[src/rtl/seg_scan_if.sv]
// seg_scan_if: control/data and display bus of the multiplexed seven-segment scanner
interface seg_scan_if #(parameter int DIGITS = 8);
    logic                  en;
    logic                  load;
    logic [4*DIGITS-1:0]   value;
    logic [DIGITS-1:0]     dp_mask;
    logic                  lzb;
    logic [7:0]            seg;
    logic [DIGITS-1:0]     an;
    logic                  frame;
    modport master (output en, load, value, dp_mask, lzb, input seg, an, frame);
    modport slave  (input en, load, value, dp_mask, lzb, output seg, an, frame);
endinterface

[src/rtl/seg_scan.sv]
// seg_scan: multiplexed N-digit hex seven-segment scanner with active-low segments and anodes
module seg_scan #(
    parameter int DIGITS   = 8,
    parameter int SCAN_DIV = 1000
) (
    input logic       clk,
    input logic       rst,
    seg_scan_if.slave bus
);
    localparam int CW = SCAN_DIV > 1 ? $clog2(SCAN_DIV) : 1;
    localparam int IW = DIGITS > 1 ? $clog2(DIGITS) : 1;

    logic [4*DIGITS-1:0] sval;
    logic [DIGITS-1:0]   sdp;
    logic [CW-1:0]       cnt;
    logic [IW-1:0]       idx;
    logic                tc;
    logic                wrap;
    logic                nz;
    logic                blank;
    logic [3:0]          nib;

    function automatic logic [6:0] dec(input logic [3:0] n);
        case (n)
            4'h0: dec = 7'b0000001;
            4'h1: dec = 7'b1001111;
            4'h2: dec = 7'b0010010;
            4'h3: dec = 7'b0000110;
            4'h4: dec = 7'b1001100;
            4'h5: dec = 7'b0100100;
            4'h6: dec = 7'b0100000;
            4'h7: dec = 7'b0001111;
            4'h8: dec = 7'b0000000;
            4'h9: dec = 7'b0000100;
            4'hA: dec = 7'b0001000;
            4'hB: dec = 7'b1100000;
            4'hC: dec = 7'b0110001;
            4'hD: dec = 7'b1000010;
            4'hE: dec = 7'b0110000;
            default: dec = 7'b0111000;
        endcase
    endfunction

    // terminal count, wrap detection, current nibble and leading-zero test for the active digit
    always_comb begin
        tc   = cnt == CW'(SCAN_DIV - 1);
        wrap = tc && idx == IW'(DIGITS - 1);
        nib  = sval[{idx, 2'b00} +: 4];
        nz   = 1'b0;
        for (int j = 0; j < DIGITS; j++)
            nz = nz | ((j >= int'(idx)) && (sval[4*j +: 4] != 4'd0));
        blank = bus.lzb && idx != '0 && !nz;
    end

    // shadow registers capture on load regardless of en
    always_ff @(posedge clk or posedge rst) begin
        if (rst) begin
            sval <= '0;
            sdp  <= '0;
        end else if (bus.load) begin
            sval <= bus.value;
            sdp  <= bus.dp_mask;
        end
    end

    // refresh divider and digit index; disabled scan parks at digit 0
    always_ff @(posedge clk or posedge rst) begin
        if (rst) begin
            cnt <= '0;
            idx <= '0;
        end else if (!bus.en) begin
            cnt <= '0;
            idx <= '0;
        end else if (tc) begin
            cnt <= '0;
            idx <= wrap ? '0 : idx + 1'b1;
        end else begin
            cnt <= cnt + 1'b1;
        end
    end

    // registered display outputs and frame pulse
    always_ff @(posedge clk or posedge rst) begin
        if (rst) begin
            bus.seg   <= 8'hFF;
            bus.an    <= '1;
            bus.frame <= 1'b0;
        end else begin
            bus.frame <= bus.en && wrap;
            bus.an    <= bus.en ? ~(DIGITS'(1) << idx) : '1;
            bus.seg   <= bus.en ? {blank ? 7'h7F : dec(nib), ~sdp[idx]} : 8'hFF;
        end
    end
endmodule

[src/flat_wrapper.sv]
// flat-port wrapper written by rule: the top's interface ports become plain ports
module seg_scan_flat 
#(
    parameter int DIGITS   = 8,
    parameter int SCAN_DIV = 1000
)
  (clk, rst, bus_en, bus_load, bus_value, bus_dp_mask, bus_lzb, bus_seg, bus_an, bus_frame);
  seg_scan_if #(.DIGITS(DIGITS)) bus_i ();
  input logic clk;
  input logic rst;
  input wire logic [$bits(bus_i.en)-1:0] bus_en;
  input wire logic [$bits(bus_i.load)-1:0] bus_load;
  input wire logic [$bits(bus_i.value)-1:0] bus_value;
  input wire logic [$bits(bus_i.dp_mask)-1:0] bus_dp_mask;
  input wire logic [$bits(bus_i.lzb)-1:0] bus_lzb;
  output wire logic [$bits(bus_i.seg)-1:0] bus_seg;
  output wire logic [$bits(bus_i.an)-1:0] bus_an;
  output wire logic [$bits(bus_i.frame)-1:0] bus_frame;
  assign bus_i.en = bus_en;
  assign bus_i.load = bus_load;
  assign bus_i.value = bus_value;
  assign bus_i.dp_mask = bus_dp_mask;
  assign bus_i.lzb = bus_lzb;
  assign bus_seg = bus_i.seg;
  assign bus_an = bus_i.an;
  assign bus_frame = bus_i.frame;
  seg_scan #(.DIGITS(DIGITS), .SCAN_DIV(SCAN_DIV)) u_core (.clk(clk), .rst(rst), .bus(bus_i));
endmodule
[config.mk]
export PLATFORM = sky130hd
export DESIGN_NAME = seg_scan_flat
export DESIGN_NICKNAME = d
export VERILOG_FILES = /design/src/rtl/seg_scan_if.sv /design/src/rtl/seg_scan.sv /design/src/flat_wrapper.sv
export SDC_FILE = /design/constraint.sdc
export NUM_CORES = 1
export LEC_CHECK = 0
export BUFFER_PORTS_ARGS = -buffer_cell sky130_fd_sc_hd__buf_2
export CAP_MARGIN = 5
export CORE_MARGIN = 2
export CORE_UTILIZATION = 55
export DETAILED_ROUTE_END_ITERATION = 12
export PLACE_DENSITY = 0.8
export SLEW_MARGIN = 5
export SYNTH_ARGS = -nofsm -noshare
export SYNTH_HDL_FRONTEND = slang
export SYNTH_SLANG_ARGS = --single-unit
[constraint.sdc]
create_clock -name clk -period 3 [get_ports clk]
set_input_delay 0.45 -clock clk [delete_from_list [all_inputs] [get_ports clk]]
set_output_delay 0.45 -clock clk [all_outputs]
set_load 0.05 [all_outputs]
# After elaboration in Yosys (flattened, before gate mapping)
# Memories as Yosys holds them, arrays and structs flattened.
# Index checks and enable logic that the tools add are counted.
[op_classes]
n_addsub = 2
n_eq_ne = 3
shift = 2
n_reduce_logical = 21
magnitude_cmp = 8
bitwise_logic = 9
muxes = 10
[ops]
columns = ["op", "n"]
rows = [
  ["nonzero test 4 bit", 8],
  ["indexed part select 32 x 6 -> 4 bit", 1],
  ["two-way mux 10 bit", 2],
  ["two-way mux 8 bit", 2],
  ["logical AND 1 bit", 11],
  ["adder 10 x 1 -> 10 bit, second input constant", 1],
  ["equality test 10 bit, second input constant", 1],
  [">= comparator 3 bit, first input constant", 3],
  ["two-way mux 3 bit", 3],
  ["inverter 8 bit", 1],
  ["<< shifter 1 x 3 -> 8 bit, first input constant", 1],
  ["two-way mux 7 bit", 1],
  ["OR 1 bit", 7],
  [">= comparator 1 x 3 -> 1 bit, first input constant", 2],
  [">= comparator 2 x 3 -> 1 bit, first input constant", 2],
  ["less-than comparator 3 x 4 -> 1 bit, second input constant", 1],
  ["adder 3 x 1 -> 3 bit, second input constant", 1],
  ["binary-select mux 1 bit (select 3 bit)", 1],
  ["equality test 3 bit, second input constant", 1],
  ["nonzero test 3 bit", 1],
  ["inequality test 2 x 1 -> 1 bit, second input constant", 1],
  ["logical NOT 1 bit", 1],
  ["two-way mux 1 bit", 1],
  ["inverter 1 bit", 1],
]
[totals]
mem_count = 1
word_cells = 63
output_inout_bits = 17
mem_bits_ro = 112
ff_bits = 70
inputBits = 45
[mem_list]
columns = ["name", "words", "width", "rd", "rd_ports_with_merged_regs", "wr", "line", "rtl"]
rows = [
  ["(name not given)", 16, 7, 1, 0, 0, "seg_scan.sv:24", "case (n)"],
]

# Logic depth before layout (Yosys ltp)
# Gate-level depths: netlist of run 1.
[logic_depth]
ltp_word = 13
mapped_depth = 10
mapped_depth_nobuf = 8

# Worst setup path before layout of run 1
# Ideal clock, no wire load.
[synth_timing]
path_kind = "flip-flop to flip-flop"
startpoint = "register u_core.idx[0]"
endpoint = "register u_core.bus.seg[4]"
period_less_slack_ns = 2.219
setup_slack_ns = 0.781
setup_time_ns = 0.086
n_path_buf = 2
path_stages_with_launch = 11
required_time_ns = 2.914
arrival_time_ns = 2.134
path_cell_list = "dfrtp_1 > buf_6 > buf_4 > mux4_2 > nand2_1 > and2_1 > inv_1 > ha_1 > mux2_2 > nor2_1 > o21ai_1"
[synth_via]
elab_chain_cells = 13
word_cells_on_any_way = 29
cone_classes = "order compare: 7; shift: 1; mux: 2; bitwise: 7; reduce/logical: 11; memory: 1"
[synth_rtl]
columns = ["element", "line", "rtl"]
rows = [
  ["start, declared", "seg_scan.sv:16", "logic [IW-1:0] idx;"],
  ["start signal, assigned", "seg_scan.sv:76", "idx <= wrap ? '0 : idx + 1'b1;"],
  [">= comparator 1 x 3 -> 1 bit", "seg_scan.sv:51", "nz = nz | ((j >= int'(idx)) && (sval[4*j +: 4] != 4'd0));"],
  ["logical AND 1 bit", "seg_scan.sv:51", ""],
  ["OR 1 bit (7 in a row)", "seg_scan.sv:51", ""],
  ["logical NOT 1 bit", "seg_scan.sv:52", "blank = bus.lzb && idx != '0 && !nz;"],
  ["logical AND 1 bit", "seg_scan.sv:52", ""],
  ["two-way mux 7 bit (*)", "seg_scan.sv:91", "bus.seg <= bus.en ? {blank ? 7'h7F : dec(nib), ~sdp[idx]} : 8'hFF;"],
  ["two-way mux 8 bit (*)", "seg_scan.sv:91", ""],
  ["end signal, assigned", "seg_scan.sv:91", ""],
  ["end, declared", "seg_scan_if.sv:12", "modport slave (input en, load, value, dp_mask, lzb, output seg, an, frame);"],
]
# Mark *: on every way between the ends. The rest lies on a longest branch, timed or not.
# A chain may end at the register's enable or synchronous reset.

# Worst setup path in the final report of run 1
# Ends and elaborated chain as after synthesis.

==> qor.yml, run 1 <==
outcome:
  outcome: "finished, final reports clean"
critical_path:
  crit_slowest_cell: "dfrtp_1"
  crit_chain: "mux4_1, mux2i_2, mux2_2, nor2_1, o21ai_1"
  start_kind: "flip-flop"
  cp-startpoint: "u_core.idx[0]$_DFFE_PP0P_"
  end_kind: "flip-flop"
  r2r-start: "u_core.idx[0]$_DFFE_PP0P_"
  worstReg2RegEnd: "u_core.bus.seg[4]$_DFF_PP1_"
  critical_path_class: "reg2reg"
  max_stage_delay_ns: 0.68
  reg2regPathDepth: 5
  crit_end: "u_core.bus.seg[4]$_DFF_PP1_"
  critPathMaxFanout: 13
  reg2reg_slack_ns: 0.54
  critPathRequiredTime_ns: 3.27
  arrival_ns: 2.73
job:
  max_cap_violations: 0
floorplan:
  start_util_pct: 57.0
  rows: 28
  coreArea_mm2: 0.00596
  die_area_mm2: 0.00682
  die_h_um: 82.6
  die_width_um: 82.6
  ioPinCount: 62
power:
  power.total_w: 0.00224
  power.density_mw_per_mm2: 564
  switching_share_pct: 25.8
  power.leakage_nw: 1.74
  vdd.ir_drop.worst_uv: 424
  comb_power_share_pct: 14.2
  p_sw_w: 0.000578
  clkPwrFrac_pct: 37.4
  p_int_w: 0.00166
  pwr-share-seq_pct: 48.4
logic_synthesis:
  ys_seq_elements: 70
  yosysSeqAreaShare_pct: 52.2
  synthCells: 259
  async_reset_ff_share_pct: 100
  netlist_area_mm2: 0.00340
  yosys_warnings: 0
  synth_top_flop_cell: "dfrtp_1"
  synth_enable_flop_cells: 0
  yosys.cell_types.count: 44
  syn_nets: 317
  syn_area_per_cell_um2: 13.1
drt:
  viasPerCell: 5.57
  drc_errors: 0
  drt_pass1_iterations: 4
  drtIter0Drc: 118
  wl_per_cell_um: 15.7
  num_vias: 2246
  routed_wl_mm: 6.32
  antenna_left: 0
clocking:
  cts_resized: 0
  clock-sinks: 70
  cts_made_buffers: 9
  cts_root_buffer: "clkbuf_8"
  max-clock-path-buffers: 2
  tritoncts: "done"
  cts.hold.buffers_added: 1
  worstSkewPairLatency_ns: 0.35
  post_cts_buffers: 0
  clk_pin_slew_ns: 0.07
  htreeDepth: 3
sta:
  tightest_slew_ns: 0.847
  setup_ws_ns: 0.538
  setup_violations: 0
  layout_min_cycle_time_ns: 2.46
  hold_viol: 0
  max_clock_freq_mhz: 406
  timing.final.max_slew_violations: 0
  rsz0062_at_grt: "false"
  skew_ns: 0.0114
  slew-limit-headroom_pct: 43.6
  setup_tns_ns: 0
  post-route-period-util_pct: 82.1
place:
  gp_congestion: 0.858
  post-dp-hpwl_mm: 4.64
  pre_cts_slack_ns: 0.516
  numPortBuffers: 61
cells_and_area:
  areaGrowthSynthToFinish_pct: 17.1
  final_nets: 381
  drive_gt1_share_pct: 46.0
  diodes: 0
grt:
  grt-ovfl-total: 0
  globalRouteTotalUtil_pct: 20.6
  grt_max_degree: 41
  grt_pass1_vias: 2111
  grt_first_pass_wirelength_mm: 10.2
  antenna_found_initial: 0
min_path:
  hold_class: "in2reg"
  hold_path_depth: 2
==> cell usage in the layout, fill, tap and decap left out, types with 5 or more instances in the layout <==
cell type   n
nor2b_1     5
mux2_2     41
nor2_1     13
nor4_1      6
buf_2      61
inv_1       8
nand2_1    15
clkbuf_8   10
nand3_1     7
dfrtp_1    54
ha_1       13
mux4_2      6
a21oi_1     6
dfstp_2    16
==> critical path: cells and delay by family (launching register included) <==
kind / cells / cell delay (ns)
AO/OA/AOI/OAI: 1 / 0.08
AND/OR/NAND/NOR: 1 / 0.09
flip-flops: 1 / 0.68
multiplexers: 3 / 1.54
==> layout make-up <==
cell class              count  area, um2
fillers                   445       1980
flip-flops and latches     70       1770
multi-input cells         167       1510
repair buffers             65        338
clock buffers              11        141
well taps                  75       93.8
clock inverters             5       82.6
inverters                  10       37.5
==> registers in the layout, indices dropped and copies added (netlist names) <==
signal,count
u_core.sval,32
u_core.cnt,10
u_core.bus.an,8
u_core.bus.seg,8
u_core.sdp,8
u_core.idx,3
u_core.bus.frame,1
==> kinds of logic (layout without fill, tap and decap cells) <==
kind of cell	after synthesis	in the layout	share of synthesized area, %
fa+ha+maj	13	13	4.79
mux	59	59	23.5
xor+xnor	6	6	1.55
buf+inv	22	91	3.32
flops	70	70	52.2
compound gates	25	25	5.05
simple gates	64	64	9.58
==> how the worst min path moves through the flow <==
stage / to / start / slack [ns]
after floorplan: u_core.cnt[0]$_DFF_PP0_ / u_core.cnt[0]$_DFF_PP0_ / 0.43
after global placement: u_core.cnt[4]$_DFF_PP0_ / rst / 0.36
after detailed placement: u_core.cnt[4]$_DFF_PP0_ / rst / 0.36
after CTS: u_core.sdp[0]$_DFFE_PP0P_ / bus_dp_mask[0] / 0.31
after global routing: u_core.sdp[0]$_DFFE_PP0P_ / bus_dp_mask[0] / 0.32
final: u_core.sdp[0]$_DFFE_PP0P_ / bus_dp_mask[0] / 0.33
==> metal layers <==
| layer | track usage (%) | vias to the layer above | part of all wire [%] |
|---|---|---|---|
| li1 | - | 1058 | - |
| met1 | 28.3 | 1097 | 45 |
| met2 | 30.0 | 73 | 46 |
| met3 | 6.63 | 18 | 6.4 |
| met4 | 9.51 | 0 | 2.5 |
| met5 | 0 | - | 0 |
==> synthesized netlist by cell type (2+ instances only) <==
cell type  number  area share [%]
clkbuf_1        2            0.22
nor3_1          3            0.44
nand2b_1        2            0.37
and3_1          4            0.74
mux2i_1         4             1.2
inv_1           9            0.99
xor2_1          3            0.77
mux2_2         41              14
dfrtp_1        54              40
o211ai_1        4            0.88
buf_6           3            0.99
buf_1           3            0.33
mux2_4          2            0.88
buf_2           3            0.44
a21oi_1         6            0.88
xnor2_1         3            0.77
o221ai_1        2            0.52
o21ai_0         2            0.29
nor2_1         13             1.4
mux4_1          4             3.1
mux2i_2         2            0.81
dfstp_2        16              12
and2_1          3            0.55
nand3_1         7             1.0
o21ai_1         4            0.59
or3_1           2            0.37
nor4_1          6             1.1
nor2b_1         5            0.92
ha_1           13             4.8
nand2_1        15             1.7
mux4_2          6             4.0
==> power by group through the flow <==
stage | clock (W) | combinational [W] | sequential, W
2_1_floorplan | 0 | 0.000184 | 0.00115
3_3_place_gp | 0 | 0.000311 | 0.00110
3_5_place_dp | 0 | 0.000320 | 0.00110
4_1_cts | 0.000857 | 0.000323 | 0.00108
5_1_grt | 0.000898 | 0.000349 | 0.00109
6_report | 0.000839 | 0.000319 | 0.00108
==> metrics by stage <==
step / cell area (um2) / instances / utilization, % / hold slack [ns]
floorplan: 3400 / 259 / - / 0.425
global placement: 3740 / 386 / 62.8 / 0.363
detailed placement: 3740 / 386 / 62.8 / 0.365
CTS: 3980 / 403 / 66.8 / 0.313
global route: 3980 / 403 / 66.8 / 0.319
finish: 3980 / 403 / 66.8 / 0.328
(Power assumes the default switching activity.)
==> inputs of run 2 (changes only) <==
--- a/config.mk
+++ b/config.mk
@@ -5,12 +5,13 @@
 export SDC_FILE = /design/constraint.sdc
 export NUM_CORES = 1
 export LEC_CHECK = 0
+export ABC_AREA = 1
 export BUFFER_PORTS_ARGS = -buffer_cell sky130_fd_sc_hd__buf_2
 export CAP_MARGIN = 5
 export CORE_MARGIN = 2
-export CORE_UTILIZATION = 55
+export CORE_UTILIZATION = 56
 export DETAILED_ROUTE_END_ITERATION = 12
-export PLACE_DENSITY = 0.8
+export PLACE_DENSITY = 0.81
 export SLEW_MARGIN = 5
 export SYNTH_ARGS = -nofsm -noshare
 export SYNTH_HDL_FRONTEND = slang
==> constraint.sdc (replaced) <==
create_clock -name clk -period 2.4 [get_ports clk]
set_input_delay 0.36 -clock clk [delete_from_list [all_inputs] [get_ports clk]]
set_output_delay 0.36 -clock clk [all_outputs]
set_load 0.05 [all_outputs]
==> run 2 against run 1 <==
Compared with the run above:
- clock power up 17%
- sequential power grew 21%
- highest routed layer unchanged
- utilization is 1.8 points higher
- critical path type unchanged
- first-iteration DRC count is 66% higher
==> qor.yml, run 2 <==
outcome:
  outcome: "finished, final reports clean"
logic_synthesis:
  syn_area_per_cell_um2: 8.10  # -38%
  synth_enable_flop_cells: 0  # unchanged
  synth_top_flop_cell: "dfrtp_1"
  synth_top_area_share_pct: 38.2  # -1.6 points
  syn_nets: 495  # +56%
  synth_common_cells: "nand2_1 (128), dfrtp_1 (54), inv_1 (54)"
  yosys_warnings: 0  # unchanged
  netlist_area_mm2: 0.00354  # +4.2%
  yosysSeqAreaShare_pct: 50.1  # -2.1 points
  synthMostInstantiatedCell: "nand2_1"
  synth_top_area_cell: "dfrtp_1"
  yosys.cell_types.count: 27  # -39%
  ys_seq_elements: 70  # unchanged
  async_reset_ff_share_pct: 100  # unchanged
  synthCells: 437  # +69%
  synthTopCellsByArea: "dfrtp_1 (38%), nand2_1 (14%), dfstp_2 (12%), o21ai_0 (5.9%), inv_1 (5.7%)"
critical_path:
  crit_top_cell: "nand2_1"
  critPathMaxFanout: 22  # +9
  crit_slowest_cell: "dfrtp_1"
  start_kind: "flip-flop"
  cp.buffers_inverters: 2  # +2
  cp-startpoint: "u_core.idx[0]$_DFFE_PP0P_"
  arrival_ns: 2.33  # -0.40 ns
  r2r-start: "u_core.idx[0]$_DFFE_PP0P_"
  crit_family: "simple AND/OR/NAND/NOR gates"
  crit_chain: "inv_2, nand2_1, nand3_1, nand2_1, nor2_1, inv_1, ha_1, nand2_2, o21ai_0, nand2_1, nand2_1"
  worstReg2RegEnd: "u_core.bus.seg[2]$_DFF_PP1_"
  crit_end: "u_core.bus.seg[2]$_DFF_PP1_"
  end_kind: "flip-flop"
  max_stage_delay_ns: 0.45  # -0.23 ns
  reg2reg_slack_ns: 0.34  # -0.20 ns
  critical_path_class: "reg2reg"
  critPathRequiredTime_ns: 2.67  # -0.60 ns
  reg2regPathDepth: 11  # +6
  cp.depth: 11  # +6
drt:
  routed_wl_mm: 7.64  # +21%
  wl_per_cell_um: 13.2  # -16%
  drc_errors: 0  # unchanged
  drt_pass1_iterations: 5  # +1
  drtIter0Drc: 196  # +66%
  antenna_left: 0  # unchanged
  num_vias: 2994  # +33%
  viasPerCell: 5.17  # -7.2%
power:
  p_sw_w: 0.000708  # +23%
  p_int_w: 0.00196  # +18%
  power.density_mw_per_mm2: 646  # +14%
  power.leakage_nw: 2.10  # +20%
  pwr-share-seq_pct: 49.2  # +0.8 points
  comb_power_share_pct: 14.0  # -0.2 points
  vdd.ir_drop.worst_uv: 462  # +8.9%
  clkPwrFrac_pct: 36.8  # -0.6 points
  switching_share_pct: 26.5  # +0.78 points
floorplan:
  ioPinCount: 62  # unchanged
  die_area_mm2: 0.00697  # +2.3%
  coreArea_mm2: 0.00603  # +1.2%
  rows: 28  # unchanged
  die_h_um: 83.5  # +1.1%
  start_util_pct: 58.7  # +1.7 points
  die_width_um: 83.5  # +1.1%
clocking:
  htreeDepth: 3  # unchanged
  cts_made_buffers: 9  # unchanged
  post_cts_buffers: 0  # unchanged
  max-clock-path-buffers: 2  # unchanged
  cts.hold.buffers_added: 0  # -1
  cts_resized: 0  # unchanged
  tritoncts: "done"
  cts_root_buffer: "clkbuf_8"
  worstSkewPairLatency_ns: 0.35  # about the same
  clk_pin_slew_ns: 0.07  # about the same
  clock-sinks: 70  # unchanged
grt:
  antenna_found_initial: 0  # unchanged
  grt-ovfl-total: 0  # unchanged
  grt_first_pass_wirelength_mm: 13.4  # +32%
  grt_max_degree: 47  # +15%
  grt_pass1_vias: 2966  # +41%
  globalRouteTotalUtil_pct: 23.9  # +3.3 points
cells_and_area:
  nFillCells: 505  # +13%
  multi_input_area_mm2: 0.00149  # -1.7%
  utilization_pct: 68.6  # +1.8 points
  largest_reg_flops: 32  # unchanged
  diodes: 0  # unchanged
  stdcell_area_mm2: 0.00413  # +3.9%
  drive_gt1_share_pct: 23.0  # -23 points
  top_regs: "u_core.sval: 32 flops, u_core.cnt: 10 flops"
  mostFrequentLayoutCells: "nand2_1 (128), buf_2 (61), dfrtp_1 (54)"
  areaGrowthSynthToFinish_pct: 16.8
  seqCellArea_mm2: 0.00177  # unchanged
  final_common_cell: "nand2_1"
  final_nets: 557  # +46%
  top_register: "u_core.sval"
sta:
  timing.hold.ws_ns: 0.0354  # -0.293 ns
  rsz0062_at_grt: "false"
  timing.final.max_slew_violations: 0  # unchanged
  hold_viol: 0  # unchanged
  max_clock_freq_mhz: 486  # +20%
  setup_violations: 0  # unchanged
  slew-limit-headroom_pct: 55.1  # +12 points
  setup_tns_ns: 0  # unchanged
  layout_min_cycle_time_ns: 2.06  # -0.405 ns
  skew_ns: 0.00782  # -0.00361 ns
  post-route-period-util_pct: 85.7  # +3.7 points
  tightest_slew_ns: 0.674  # -0.173 ns
  setup_ws_ns: 0.342  # -0.195 ns
place:
  numPortBuffers: 61  # unchanged
  placed_area_mm2: 0.00392  # +4.8%
  pre_cts_slack_ns: 0.373  # -0.143 ns
  gp_congestion: 0.928  # +8.1%
  post-dp-hpwl_mm: 5.70  # +23%
min_path:
  hold_class: "in2async"
job:
  max_cap_violations: 0  # unchanged
## run 2: changes by cell type in the layout (fill, tap and decap cells not counted), moves of 5 or more
cell	change
nand2_1	+113
nor2_1	+20
nor4_1	-6
nand3_1	+33
o21ai_0	+40
inv_1	+45
mux2_2	-33
mux4_2	-6
nor2b_1	-5
## run 2: cell families after synthesis
| kind of cell | Yosys count | share of synthesized area [%] |
|---|---|---|
| fa+ha+maj | 13 | 4.60 |
| simple gates | 215 | 25.8 |
| compound gates | 58 | 8.77 |
| buf+inv | 72 | 7.95 |
| xor+xnor | 1 | 0.247 |
| mux | 8 | 2.55 |
| flops | 70 | 50.1 |
## run 2: how the worst min path moves through the flow
stage | startpoint | endpoint | cells past startpoint
2_1_floorplan | u_core.cnt[2]$_DFF_PP0_ | u_core.cnt[2]$_DFF_PP0_ | 1
3_3_place_gp | rst | u_core.sdp[0]$_DFFE_PP0P_ | 2
3_5_place_dp | rst | u_core.sdp[0]$_DFFE_PP0P_ | 2
4_1_cts | rst | u_core.idx[0]$_DFFE_PP0P_ | 2
5_1_grt | rst | u_core.idx[0]$_DFFE_PP0P_ | 2
6_report | rst | u_core.sdp[0]$_DFFE_PP0P_ | 2
## run 2: power groups by stage
stage	clock network [W]	logic [W]	registers, W
floorplan	0	0.000205	0.00138
global placement	0	0.000363	0.00133
detailed placement	0	0.000371	0.00133
CTS	0.00100	0.000373	0.00131
global route	0.00106	0.000421	0.00132
finish	0.000982	0.000372	0.00131
## run 2: worst reg2reg max path, stage by stage, from the launching register on
cell     delay [ns]
dfrtp_1        0.45
inv_2          0.30
nand2_1        0.10
nand3_1        0.09
nand2_1        0.05
nor2_1         0.32
inv_1          0.16
ha_1           0.23
nand2_2        0.08
o21ai_0        0.08
nand2_1        0.06
nand2_1        0.06
## run 2: area by class of cell
type,count,share of cell area [%]
sequential,70,42.9
multi-input combinational,295,36.0
timing repair buffer,66,8.60
inverter,57,5.18
clock buffer,13,4.09
tap,75,2.27
clock inverter,3,1.03
## run 2: per-stage QoR
stage | cells | total power (W)
2_1_floorplan | 437 | 0.00158
3_3_place_gp | 563 | 0.00169
3_5_place_dp | 563 | 0.00170
4_1_cts | 579 | 0.00269
5_1_grt | 579 | 0.00281
6_report | 579 | 0.00267
## run 2: routing by layer
layer / routed length [um] / GRT usage, %
met5: 0 / 0
met4: 170 / 9.82
met3: 369 / 5.14
met2: 3620 / 39.1
met1: 3480 / 31.2
==> inputs of run 3 (changes only) <==
--- a/config.mk
+++ b/config.mk
@@ -8,10 +8,12 @@
 export ABC_AREA = 1
 export BUFFER_PORTS_ARGS = -buffer_cell sky130_fd_sc_hd__buf_2
 export CAP_MARGIN = 5
+export CORE_ASPECT_RATIO = 0.8
 export CORE_MARGIN = 2
-export CORE_UTILIZATION = 56
+export CORE_UTILIZATION = 50
+export CTS_CLUSTER_DIAMETER = 60
 export DETAILED_ROUTE_END_ITERATION = 12
-export PLACE_DENSITY = 0.81
+export PLACE_DENSITY = 0.73
 export SLEW_MARGIN = 5
 export SYNTH_ARGS = -nofsm -noshare
 export SYNTH_HDL_FRONTEND = slang
==> run 3 against run 2 <==
Compared with the run above:
- global-route usage is 2.6 points lower
- critical path depth stayed put
- wire length decreased by 0.94%
- flip-flop and latch count stayed put
- via count down 2.8%
- non-clock buffer count stayed put
- design area increased by 0.94%
- sequential share of layout area down 0.40 points
==> qor.yml, run 3 (synthesis results as in run 2) <==
outcome:
  outcome: "finished, final reports clean"
critical_path:
  critPathMaxFanout: 22  # unchanged
  crit_end: "u_core.bus.seg[2]$_DFF_PP1_"
  worstReg2RegEnd: "u_core.bus.seg[2]$_DFF_PP1_"
  arrival_ns: 2.24  # -0.09 ns
  critPathRequiredTime_ns: 2.67  # about the same
  reg2regPathDepth: 11  # unchanged
  r2r-start: "u_core.idx[0]$_DFFE_PP0P_"
  cp.depth: 11  # unchanged
  end_kind: "flip-flop"
  max_stage_delay_ns: 0.39  # -0.06 ns
  cp-startpoint: "u_core.idx[0]$_DFFE_PP0P_"
  start_kind: "flip-flop"
  cp.buffers_inverters: 2  # unchanged
  critical_path_class: "reg2reg"
  crit_chain: "inv_2, nand2_1, nand3_1, nand2_1, nor2_1, inv_1, ha_1, nand2_2, o21ai_0, nand2_1, nand2_1"
  crit_top_cell: "nand2_1"
  reg2reg_slack_ns: 0.43  # +0.08 ns
  crit_slowest_cell: "dfrtp_1"
  crit_family: "simple AND/OR/NAND/NOR gates"
cells_and_area:
  seqCellArea_mm2: 0.00177  # unchanged
  stdcell_area_mm2: 0.00417  # +0.94%
  top_regs: "u_core.sval: 32 flops, u_core.cnt: 10 flops"
  utilization_pct: 60.8  # -7.8 points
  nFillCells: 646  # +28%
  areaGrowthSynthToFinish_pct: 17.9
  drive_gt1_share_pct: 23.1  # +0.046 points
  multi_input_area_mm2: 0.00149  # unchanged
  top_register: "u_core.sval"
  diodes: 0  # unchanged
  final_common_cell: "nand2_1"
  final_nets: 557  # unchanged
  largest_reg_flops: 32  # unchanged
  mostFrequentLayoutCells: "nand2_1 (128), buf_2 (61), dfrtp_1 (54)"
  fin_cells: 590  # +1.9%
drt:
  drc_errors: 0  # unchanged
  num_vias: 2911  # -2.8%
  drtIter0Drc: 119  # -39%
  wl_per_cell_um: 12.8  # -2.8%
  antenna_left: 0  # unchanged
  routed_wl_mm: 7.57  # -0.94%
  viasPerCell: 4.93  # -4.6%
  drt_pass1_iterations: 4  # -1
clocking:
  post_cts_buffers: 0  # unchanged
  cts_root_buffer: "clkbuf_8"
  clock-sinks: 70  # unchanged
  clk_pin_slew_ns: 0.08  # about the same
  tritoncts: "done"
  max-clock-path-buffers: 2  # unchanged
  cts_made_buffers: 9  # unchanged
  cts.hold.buffers_added: 0  # unchanged
  worstSkewPairLatency_ns: 0.34  # about the same
  cts_resized: 0  # unchanged
  htreeDepth: 3  # unchanged
sta:
  setup_tns_ns: 0  # unchanged
  max_clock_freq_mhz: 507  # +4.2%
  post-route-period-util_pct: 82.3  # -3.5 points
  tightest_slew_ns: 0.676  # +0.00247 ns
  hold_viol: 0  # unchanged
  rsz0062_at_grt: "false"
  timing.final.max_slew_violations: 0  # unchanged
  slew-limit-headroom_pct: 54.9  # -0.23 points
  layout_min_cycle_time_ns: 1.97  # -0.0835 ns
  skew_ns: 0.00602  # -0.00181 ns
  setup_violations: 0  # unchanged
min_path:
  hold_class: "in2async"
grt:
  grt_pass1_vias: 2793  # -5.8%
  globalRouteTotalUtil_pct: 21.3  # -2.6 points
  grt-ovfl-total: 0  # unchanged
  grt_max_degree: 37  # -21%
  grt_first_pass_wirelength_mm: 13.1  # -2.3%
  antenna_found_initial: 0  # unchanged
place:
  gp_congestion: 0.819  # -12%
  numPortBuffers: 61  # unchanged
  post-dp-hpwl_mm: 5.75  # +0.86%
  dp_cells: 575  # +2.1%
  placed_area_mm2: 0.00394  # +0.38%
power:
  power.density_mw_per_mm2: 672  # +4.1%
  vdd.ir_drop.worst_uv: 370  # -20%
  power.leakage_nw: 2.11  # +0.46%
job:
  max_cap_violations: 0  # unchanged
floorplan:
  start_util_pct: 51.6  # -7.1 points
  rows: 27  # -3.6%
  die_h_um: 79.3  # -5.1%
  die_area_mm2: 0.00777  # +11%
  die_width_um: 98.1  # +17%
  coreArea_mm2: 0.00686  # +14%
  ioPinCount: 62  # unchanged
-- run 3: cell count changes in the layout (fill, tap and decap cells not counted) --
cell / before / now
clkbuf_1: 1 / 0
clkinv_4: 0 / 1
bufinv_16: 1 / 3
clkbuf_8: 12 / 9
-- run 3: worst reg2reg max path, stage by stage (launching register included) --
cell     delay (ns)
dfrtp_1        0.39
inv_2          0.28
nand2_1        0.11
nand3_1        0.09
nand2_1        0.05
nor2_1         0.33
inv_1          0.15
ha_1           0.23
nand2_2        0.08
o21ai_0        0.08
nand2_1        0.06
nand2_1        0.05
-- run 3: area by class of cell --
| class | count | area share [%] |
|---|---|---|
| Inverter | 57 | 5.13 |
| Tap cell | 87 | 2.61 |
| Timing Repair Buffer | 66 | 8.52 |
| Clock inverter | 6 | 2.67 |
| Clock buffer | 9 | 2.97 |
| Sequential cell | 70 | 42.5 |
| Multi-Input combinational cell | 295 | 35.6 |
-- run 3: how the worst min path moves through the flow --
stage	startpoint	end	slack, ns	cells after the start
finish	rst	u_core.sdp[3]$_DFFE_PP0P_	0.11	2
global route	rst	u_core.sdp[3]$_DFFE_PP0P_	0.16	2
CTS	rst	u_core.sval[9]$_DFFE_PP0P_	0.12	2
detailed placement	rst	u_core.sdp[3]$_DFFE_PP0P_	0.50	2
global placement	rst	u_core.sdp[3]$_DFFE_PP0P_	0.48	2
floorplan	u_core.cnt[2]$_DFF_PP0_	u_core.cnt[2]$_DFF_PP0_	0.47	1
-- run 3: per-stage QoR --
step	setup WS [ns]	hold slack (ns)	total power [W]
2_1_floorplan	0.298	0.474	0.00158
3_3_place_gp	0.509	0.483	0.00169
3_5_place_dp	0.436	0.499	0.00170
4_1_cts	0.418	0.125	0.00283
5_1_grt	0.163	0.159	0.00293
6_report	0.426	0.112	0.00280
-- run 3: where the power goes --
group          leakage [nW]  total [W]  switching, W  internal, W
combinational          1.15   0.000367      0.000243     0.000124
clock                 0.115    0.00113      0.000441     0.000684
sequential            0.844    0.00131     0.0000393      0.00127
-- run 3: routing by layer --
metal  up-vias  wire length (um)  global-route usage [%]
met2        59              3310                    32.6
met4         0                76                    5.83
met3         6               349                    5.11
met1      1346              3840                    30.6
met5         -                 0                       0
li1       1500                 -                       -
